<file path="config.mk">
export PLATFORM = sky130hd
export DESIGN_NAME = dmem_port_arbiter
export DESIGN_NICKNAME = d
export VERILOG_FILES = /design/src/rtl/dmem_port_arbiter_pkg.sv /design/src/rtl/dmem_wait_counter.sv /design/src/rtl/dmem_port_arbiter.sv
export SDC_FILE = /design/constraint.sdc
export NUM_CORES = 1
export LEC_CHECK = 0
export BUFFER_PORTS_ARGS = -buffer_cell sky130_fd_sc_hd__buf_2
export CAP_MARGIN = 10
export CORE_AREA = 2 2 116 118
export DETAILED_ROUTE_END_ITERATION = 16
export DIE_AREA = 0 0 118 120
export HOLD_SLACK_MARGIN = 0.1
export PLACE_DENSITY = 0.82
export SYNTH_ARGS = -nofsm -noshare
export SYNTH_HDL_FRONTEND = slang
export SYNTH_SLANG_ARGS = --single-unit
</file>
<file path="constraint.sdc">
create_clock -name clk -period 4.1 [get_ports clk]
set_input_delay 0 -clock clk [delete_from_list [all_inputs] [get_ports clk]]
set_output_delay 0 -clock clk [all_outputs]
set_load 0.05 [all_outputs]
</file>
<file path="src/rtl/dmem_port_arbiter_pkg.sv">
// Shared encodings for the data-memory port arbiter: FSM states, port IDs and counter width.
package dmem_port_arbiter_pkg;

    typedef enum logic [1:0] {
        ST_IDLE   = 2'd0,
        ST_ACCESS = 2'd1,
        ST_DONE   = 2'd2
    } state_e;

    typedef enum logic {
        PORT_C = 1'b0,
        PORT_D = 1'b1
    } port_e;

    localparam int unsigned CNT_W = 4;

endpackage

</file>
<file path="src/rtl/dmem_wait_counter.sv">
// Wait-state counter: cleared by load, advances while enabled, holds at and flags the terminal count.
module dmem_wait_counter #(
    parameter int unsigned W = 4
) (
    input  logic         clk,
    input  logic         rst,
    input  logic         load_i,
    input  logic         en_i,
    input  logic [W-1:0] limit_i,
    output logic         tc_o
);

    logic [W-1:0] cnt_q, cnt_d;

    assign tc_o = (cnt_q == limit_i);

    always_comb begin
        cnt_d = cnt_q;
        if (load_i) begin
            cnt_d = '0;
        end else if (en_i && !tc_o) begin
            cnt_d = cnt_q + W'(1);
        end
    end

    always_ff @(posedge clk or negedge rst) begin
        if (!rst) begin
            cnt_q <= '0;
        end else begin
            cnt_q <= cnt_d;
        end
    end

endmodule

</file>
<file path="src/rtl/dmem_port_arbiter.sv">
// Shares the single-port data memory between the CPU MEM stage (C) and the debug/loader port (D),
// sequencing each access over a fixed number of wait states and stalling the CPU until its own done.
module dmem_port_arbiter
    import dmem_port_arbiter_pkg::*;
#(
    parameter int unsigned ADDR_W       = 32,
    parameter int unsigned DATA_W       = 32,
    parameter int unsigned WAIT_CYCLES  = 1,
    parameter int unsigned STARVE_LIMIT = 4
) (
    input  logic              clk,
    input  logic              rst,
    input  logic              cpu_req,
    input  logic              cpu_we,
    input  logic [ADDR_W-1:0] cpu_addr,
    input  logic [DATA_W-1:0] cpu_wdata,
    output logic [DATA_W-1:0] cpu_rdata,
    output logic              cpu_done,
    output logic              cpu_stall,
    input  logic              dbg_req,
    input  logic              dbg_we,
    input  logic [ADDR_W-1:0] dbg_addr,
    input  logic [DATA_W-1:0] dbg_wdata,
    output logic [DATA_W-1:0] dbg_rdata,
    output logic              dbg_done,
    output logic              mem_en,
    output logic              mem_we,
    output logic [ADDR_W-1:0] mem_addr,
    output logic [DATA_W-1:0] mem_wdata,
    input  logic [DATA_W-1:0] mem_rdata
);

    localparam logic [CNT_W-1:0] WAIT_MAX   = CNT_W'(WAIT_CYCLES);
    localparam logic [CNT_W-1:0] STARVE_MAX = CNT_W'(STARVE_LIMIT);

    state_e            state_q, state_d;
    port_e             grant_q, grant_d;
    logic [CNT_W-1:0]  starve_q, starve_d;
    logic              we_q, we_d;
    logic [ADDR_W-1:0] addr_q, addr_d;
    logic [DATA_W-1:0] wdata_q, wdata_d;
    logic [DATA_W-1:0] rdata_q, rdata_d;
    logic              cnt_load, cnt_en, cnt_tc;

    dmem_wait_counter #(
        .W(CNT_W)
    ) u_wait_cnt (
        .clk    (clk),
        .rst    (rst),
        .load_i (cnt_load),
        .en_i   (cnt_en),
        .limit_i(WAIT_MAX),
        .tc_o   (cnt_tc)
    );

    always_comb begin
        state_d  = state_q;
        grant_d  = grant_q;
        starve_d = starve_q;
        we_d     = we_q;
        addr_d   = addr_q;
        wdata_d  = wdata_q;
        rdata_d  = rdata_q;
        cnt_load = 1'b0;
        cnt_en   = 1'b0;
        case (state_q)
            ST_IDLE: begin
                cnt_load = 1'b1;
                if (!dbg_req) begin
                    starve_d = '0;
                end
                if (cpu_req || dbg_req) begin
                    state_d = ST_ACCESS;
                    // D wins when alone, or when C has been granted STARVE_LIMIT times in a row over it
                    if (dbg_req && (!cpu_req || starve_q == STARVE_MAX)) begin
                        grant_d  = PORT_D;
                        we_d     = dbg_we;
                        addr_d   = dbg_addr;
                        wdata_d  = dbg_wdata;
                        starve_d = '0;
                    end else begin
                        grant_d = PORT_C;
                        we_d    = cpu_we;
                        addr_d  = cpu_addr;
                        wdata_d = cpu_wdata;
                        if (dbg_req) begin
                            starve_d = starve_q + CNT_W'(1);
                        end
                    end
                end
            end
            ST_ACCESS: begin
                cnt_en = 1'b1;
                if (cnt_tc) begin
                    rdata_d = mem_rdata;
                    state_d = ST_DONE;
                end
            end
            ST_DONE: begin
                state_d = ST_IDLE;
            end
            default: begin
                state_d = ST_IDLE;
            end
        endcase
    end

    always_ff @(posedge clk or negedge rst) begin
        if (!rst) begin
            state_q  <= ST_IDLE;
            grant_q  <= PORT_C;
            starve_q <= '0;
            we_q     <= 1'b0;
            addr_q   <= '0;
            wdata_q  <= '0;
            rdata_q  <= '0;
        end else begin
            state_q  <= state_d;
            grant_q  <= grant_d;
            starve_q <= starve_d;
            we_q     <= we_d;
            addr_q   <= addr_d;
            wdata_q  <= wdata_d;
            rdata_q  <= rdata_d;
        end
    end

    assign mem_en    = (state_q == ST_ACCESS);
    assign mem_we    = mem_en & we_q;
    assign mem_addr  = addr_q;
    assign mem_wdata = wdata_q;
    assign cpu_done  = (state_q == ST_DONE) && (grant_q == PORT_C);
    assign dbg_done  = (state_q == ST_DONE) && (grant_q == PORT_D);
    assign cpu_rdata = rdata_q;
    assign dbg_rdata = rdata_q;
    assign cpu_stall = cpu_req & ~cpu_done;

endmodule

</file>
==> reports/qor.txt, run 1 <==
Outcome: finished, final reports clean
Net Count, Synth: 715
Cell row count: 42
Die ar.: 0.0142 mm²
Yosys warns: 0
Ys async rst share: 100%
Top_reg_cell synth: dfrtp_1
Iteration count of the initial detailed-routing pass: 5
Total Power: 8.05 mW
Fin crit share: 73.8%
Antenna violations before repair: 0
Hold WC Path Type: primary input to async pin
Max Fclk: 0.331 GHz
GRT Overall Usage: 27.4%
Synthesized flop and latch total: 108
Fraction of layout cells with a size suffix above 1: 38.7%
Place WS: 1.72 ns
HPWL Detailed: 10,600 µm
Total Nets Final: 1,107
Largest net degree at the start of global routing: 135
Global-route wire length before repair: 31,500 µm
Worst-path cell with the longest stage delay: nor2_2
Seq/Total Area, Yosys: 48.9%
CP Capture Type: register
Total congestion overflow: 0
Setup slack after layout: 1.08 ns
Number of antenna cells inserted: 0
Avg Cell Area, Syn: 10.1 µm²
CP Launch Point: state_q[0]$_DFFE_PN0P_
Placed Cells: 937
VDD IR max: 0.405 mV
Antenna viol nets, final: 0
CTS Sinks: 108
Clk pin slew, worst setup/hold paths: 0.07 ns
DR WL/cell: 17.4 µm
Die Wd: 118 µm
Synthesized cell area: 0.00552 mm²
Clk buf depth: 2
Io pins: 299
Post-synth EDFFs: 0
Clock root buffer: clkbuf_16
Crit path max fanout: 44
I/O Buffers: 298
DRC: 0
Via Count: 6,233
Slew Viols, Final: 0
Critical path class: register to register
Max-capacitance violation count: 0
Starting Density: 42.5%
DR vias/cell: 5.58
Drt first-iter violations: 509
Fin crit period: 3.02 ns
Layout Cells excl Fill: 1,118
Worst r2r src: state_q[0]$_DFFE_PN0P_
Crit path cell chain: or2_1 > buf_4 > nor2_2 > o221ai_1 > dlygate4sd3_1
Vias in the first global route: 6,413
CTS tree: built
TritonCTS buffer count: 9
Required time worst endpoint: 4.33 ns
Netlist cell types: 36
# setup viols final: 0
Core area: 0.0130 mm²
Critical Path AT: 3.25 ns
Endpoints failing hold: 0
Clock skew: 0.0101 ns
Syn-to-layout area delta: 58.5%
Syn Inst Count: 545
Setup TNS: 0 ns
CP max stage delay: 1.00 ns
Tightest Pin Transition: 1.24 ns
Drt total wl: 19,400 µm
PwrDens: 920 mW/mm²
Slew margin rel.: 16.9%
Routability cong.: 0.827
Clock Latency Late Sink: 0.35 ns
Die H: 120 µm
H-tree levels: 3
RSZ-0062 raised after global routing: no
Startpoint type of the worst setup path: register
Pleak: 4.19 nW
==> Yosys cell counts, types with 2 or more instances <==
master    instances  area, µm²
nor4b_1           2       17.5
o221ai_1         29        254
o21ai_2           2       17.5
buf_1             2       7.51
buf_2            21        105
inv_1            35        131
nand4_1          65        407
nor3b_1           2       15.0
o31ai_1           3       22.5
buf_6             6       67.6
clkbuf_1         28        105
nand2_1           6       22.5
buf_4            33        248
o21ai_0          39        195
and3b_1           2       17.5
ha_1              4       50.1
dfrtp_1         108       2700
nand3_1          67        335
mux2_2           33        372
nor2_1            4       15.0
nor2_2            2       12.5
o211ai_1         38        285
==> logic make-up after synthesis <==
| logic type | after synthesis | synth area share, % |
|---|---|---|
| buffers and inverters | 125 | 12.0 |
| and+or+nand+nor | 159 | 16.6 |
| adders and majority gates | 4 | 0.906 |
| AOI/OAI and AO/OA | 115 | 14.6 |
| DFF | 108 | 48.9 |
| muxes | 34 | 6.91 |
==> path summary, 6_finish.rpt <==
check                                             to  slack (ns)  cells after the start
max                          mem_addr[3]$_DFFE_PN0P_        1.08                      5
min                         mem_wdata[5]$_DFFE_PN0P_        0.30                      2
max reg2reg                  mem_addr[3]$_DFFE_PN0P_        1.08                      5
min reg2reg                cpu_rdata[20]$_DFFE_PN0P_        0.53                      1
max in group asynchronous   mem_addr[14]$_DFFE_PN0P_        2.68                      3
min in group clk             starve_q[3]$_DFFE_PN0N_        0.35                      3
==> registers in the layout, indices dropped and copies added, names as in the netlist <==
| name | count |
|---|---|
| we_q | 1 |
| state_q | 2 |
| mem_addr | 32 |
| cpu_rdata | 32 |
| starve_q | 4 |
| grant_q | 1 |
| mem_wdata | 32 |
| u_wait_cnt.cnt_q | 4 |
==> metal layers <==
layer | track usage (%) | vias to the layer above | share of wire, % | routed length [µm]
li1 | - | 2786 | - | -
met1 | 31.2 | 2987 | 37 | 7220
met2 | 48.7 | 374 | 51 | 9990
met3 | 6.08 | 86 | 6.9 | 1330
met4 | 13.4 | 0 | 4.4 | 863
met5 | 0 | - | 0 | 0
==> worst max-delay path: cells and delay by family, from the launching register on <==
kind / cells / cell delay, ns
AOI/OAI and AO/OA: 1 / 0.26
buffers and inverters: 2 / 0.90
DFF: 1 / 0.48
and+or+nand+nor: 2 / 1.26
==> where the power goes <==
group,internal (mW),total (mW),switching (mW)
sequential,1.57,1.90,0.332
clock,0.493,0.890,0.396
combinational,1.66,5.26,3.59
total,3.73,8.05,4.32
==> layout make-up <==
class	count	area, µm²
multi-input cells	312	2170
clock buffers	11	243
clock inverters	5	60.1
repair buffers	471	3220
fillers	971	4230
inverters	35	131
well taps	176	220
flip-flops and latches	108	2700
==> cells in the final DEF (no fill, tap or decap), types with 2 or more instances in the layout <==
cell type	count
and3b_1	2
buf_2	297
buf_4	9
clkbuf_16	9
dfrtp_1	108
dlygate4sd3_1	164
ha_1	4
inv_1	35
mux2_2	33
nand2_1	6
nand3_1	67
nand4_1	65
nor2_1	3
nor2_2	2
nor3b_1	2
nor4b_1	2
o211ai_1	38
o21ai_0	39
o221ai_1	29
o31ai_1	3
==> stage by stage <==
stage,cell area [µm²],utilization [%],hold WS (ns)
floorplan,5520,-,-0.296
CTS,8720,67.2,0.310
global route,8750,67.4,0.376
finish,8750,67.4,0.301
global placement,6780,52.2,0.140
detailed placement,6780,52.2,0.145
==> what timing repair did <==
item / in CTS / in global routing
endpoints found under the hold margin: 164 / 0
gates resized for setup: 0 / 0
hold buffers: 164 / 0
setup buffers: 0 / 0
Power figures use the tool's default switching activity.
==> run 2, diff against run 1 <==
- CORE_AREA: 2 2 116 118 -> not set
- CORE_UTILIZATION: not set -> 41
- DIE_AREA: 0 0 118 120 -> not set
- clock period: 4.1 -> 2.7 ns (I/O delays scaled with it)
==> reports/qor.txt, run 2 (synthesis results as in run 1) <==
Outcome: finished, final reports clean
Register area: 0.00270 mm²
Iteration count of the initial detailed-routing pass: 5
Fillers: 968
Slew margin rel.: 45.2%
DR vias/cell: 5.49
RSZ-0062 raised after global routing: no
Pleak: 4.21 nW
CTS tree: built
Global-route wire length before repair: 30,200 µm
VDD IR max: 0.591 mV
Crit path max fanout: 65
Design area: 0.00878 mm²
Most frequent cells in the layout: 297 x buf_2, 163 x dlygate4sd3_1, 108 x dfrtp_1
Post-CTS setup buffers: 0
Slew Viols, Final: 0
Clock Latency Late Sink: 0.34 ns
Vias in the first global route: 6,145
Drt first-iter violations: 428
Die H: 118 µm
Total congestion overflow: 0
Clock root buffer: clkbuf_16
PwrDens: 1390 mW/mm²
CP Capture Type: register
Drt total wl: 18,900 µm
DRC: 0
DR WL/cell: 16.9 µm
Layout Cells excl Fill: 1,120
Max-capacitance violation count: 0
Setup TNS: 0 ns
# setup viols final: 0
Die Wd: 118 µm
Critical path class: register to register
Required time worst endpoint: 2.98 ns
Place WS: 0.728 ns
Area of the multi-input gates: 0.00217 mm²
GRT Overall Usage: 27.1%
I/O Buffers: 298
Antenna viol nets, final: 0
Fin crit period: 2.45 ns
Largest net degree at the start of global routing: 75
DP Area: 0.00685 mm²
Fraction of layout cells with a size suffix above 1: 39.0%
HPWL Detailed: 10,600 µm
Syn-to-layout area delta: 59.0%
Via Count: 6,152
Io pins: 299
Final design utilization: 66.6%
Tightest Pin Transition: 0.821 ns
Setup slack after layout: 0.254 ns
Fin Hold WS: 0.128 ns
Clock skew: 0.00803 ns
Endpoints failing hold: 0
Critical Path AT: 2.73 ns
Routability cong.: 0.777
Antenna violations before repair: 0
Startpoint type of the worst setup path: register
Total Power: 12.2 mW
Most common cell after layout, fill and taps aside: buf_2
Cell row count: 42
H-tree levels: 3
TritonCTS buffer count: 9
Placed Cells: 941
Number of antenna cells inserted: 0
Starting Density: 41.9%
Fin crit share: 90.6%
Die ar.: 0.0139 mm²
Max Fclk: 0.409 GHz
Hold WC Path Type: primary input to register
Total Nets Final: 1,109
Core area: 0.0132 mm²
Clk pin slew, worst setup/hold paths: 0.07 ns
CTS Sinks: 108
Clk buf depth: 2
==> run 2: metal layers <==
| layer | track usage (%) | routed length, µm | up-vias |
|---|---|---|---|
| met5 | 0 | 0 | - |
| li1 | - | - | 2783 |
| met3 | 4.89 | 1230 | 58 |
| met2 | 48.5 | 9770 | 342 |
| met1 | 31.0 | 7320 | 2969 |
| met4 | 13.5 | 611 | 0 |
==> run 2: cell type report <==
class / instances / share of cell area, %
Multi-Input combinational cell: 312 / 24.7
Clock inverter: 5 / 0.684
Clock buffer: 11 / 2.76
Inverter: 35 / 1.50
Tap cell: 176 / 2.51
Sequential cell: 108 / 30.8
Timing Repair Buffer: 473 / 37.1
==> run 2: power by group <==
| group | switching, mW | internal (mW) |
|---|---|---|
| combinational | 5.46 | 2.52 |
| sequential | 0.487 | 2.39 |
| clock | 0.595 | 0.749 |
| total | 6.54 | 5.65 |
==> run 2: repair_timing <==
item                                   CTS  global route
endpoints found under the hold margin  144             0
hold buffers                           163             0
gates resized for setup                  0             0
==> run 2: critical path, stage by stage, from the launching register on <==
cell,delay [ns]
dfrtp_1,0.41
inv_1,0.09
ha_1,0.21
nand4b_1,0.08
buf_4,0.59
nand4_1,0.24
o211ai_1,0.17
dlygate4sd3_1,0.58
==> run 2: final timing paths <==
check                                          start                   endpoint  slack (ns)  cells after the start
setup / recovery             starve_q[0]$_DFFE_PN0N_   mem_addr[25]$_DFFE_PN0P_        0.25                      7
setup reg to reg             starve_q[0]$_DFFE_PN0N_   mem_addr[25]$_DFFE_PN0P_        0.25                      7
max in group asynchronous                        rst   mem_wdata[8]$_DFFE_PN0P_        1.73                      3
hold / removal                               dbg_req    starve_q[1]$_DFFE_PN0N_        0.13                      3
min in group asynchronous                        rst  cpu_rdata[28]$_DFFE_PN0P_        0.21                      2
hold reg to reg            cpu_rdata[14]$_DFFE_PN0P_  cpu_rdata[14]$_DFFE_PN0P_        0.52                      1
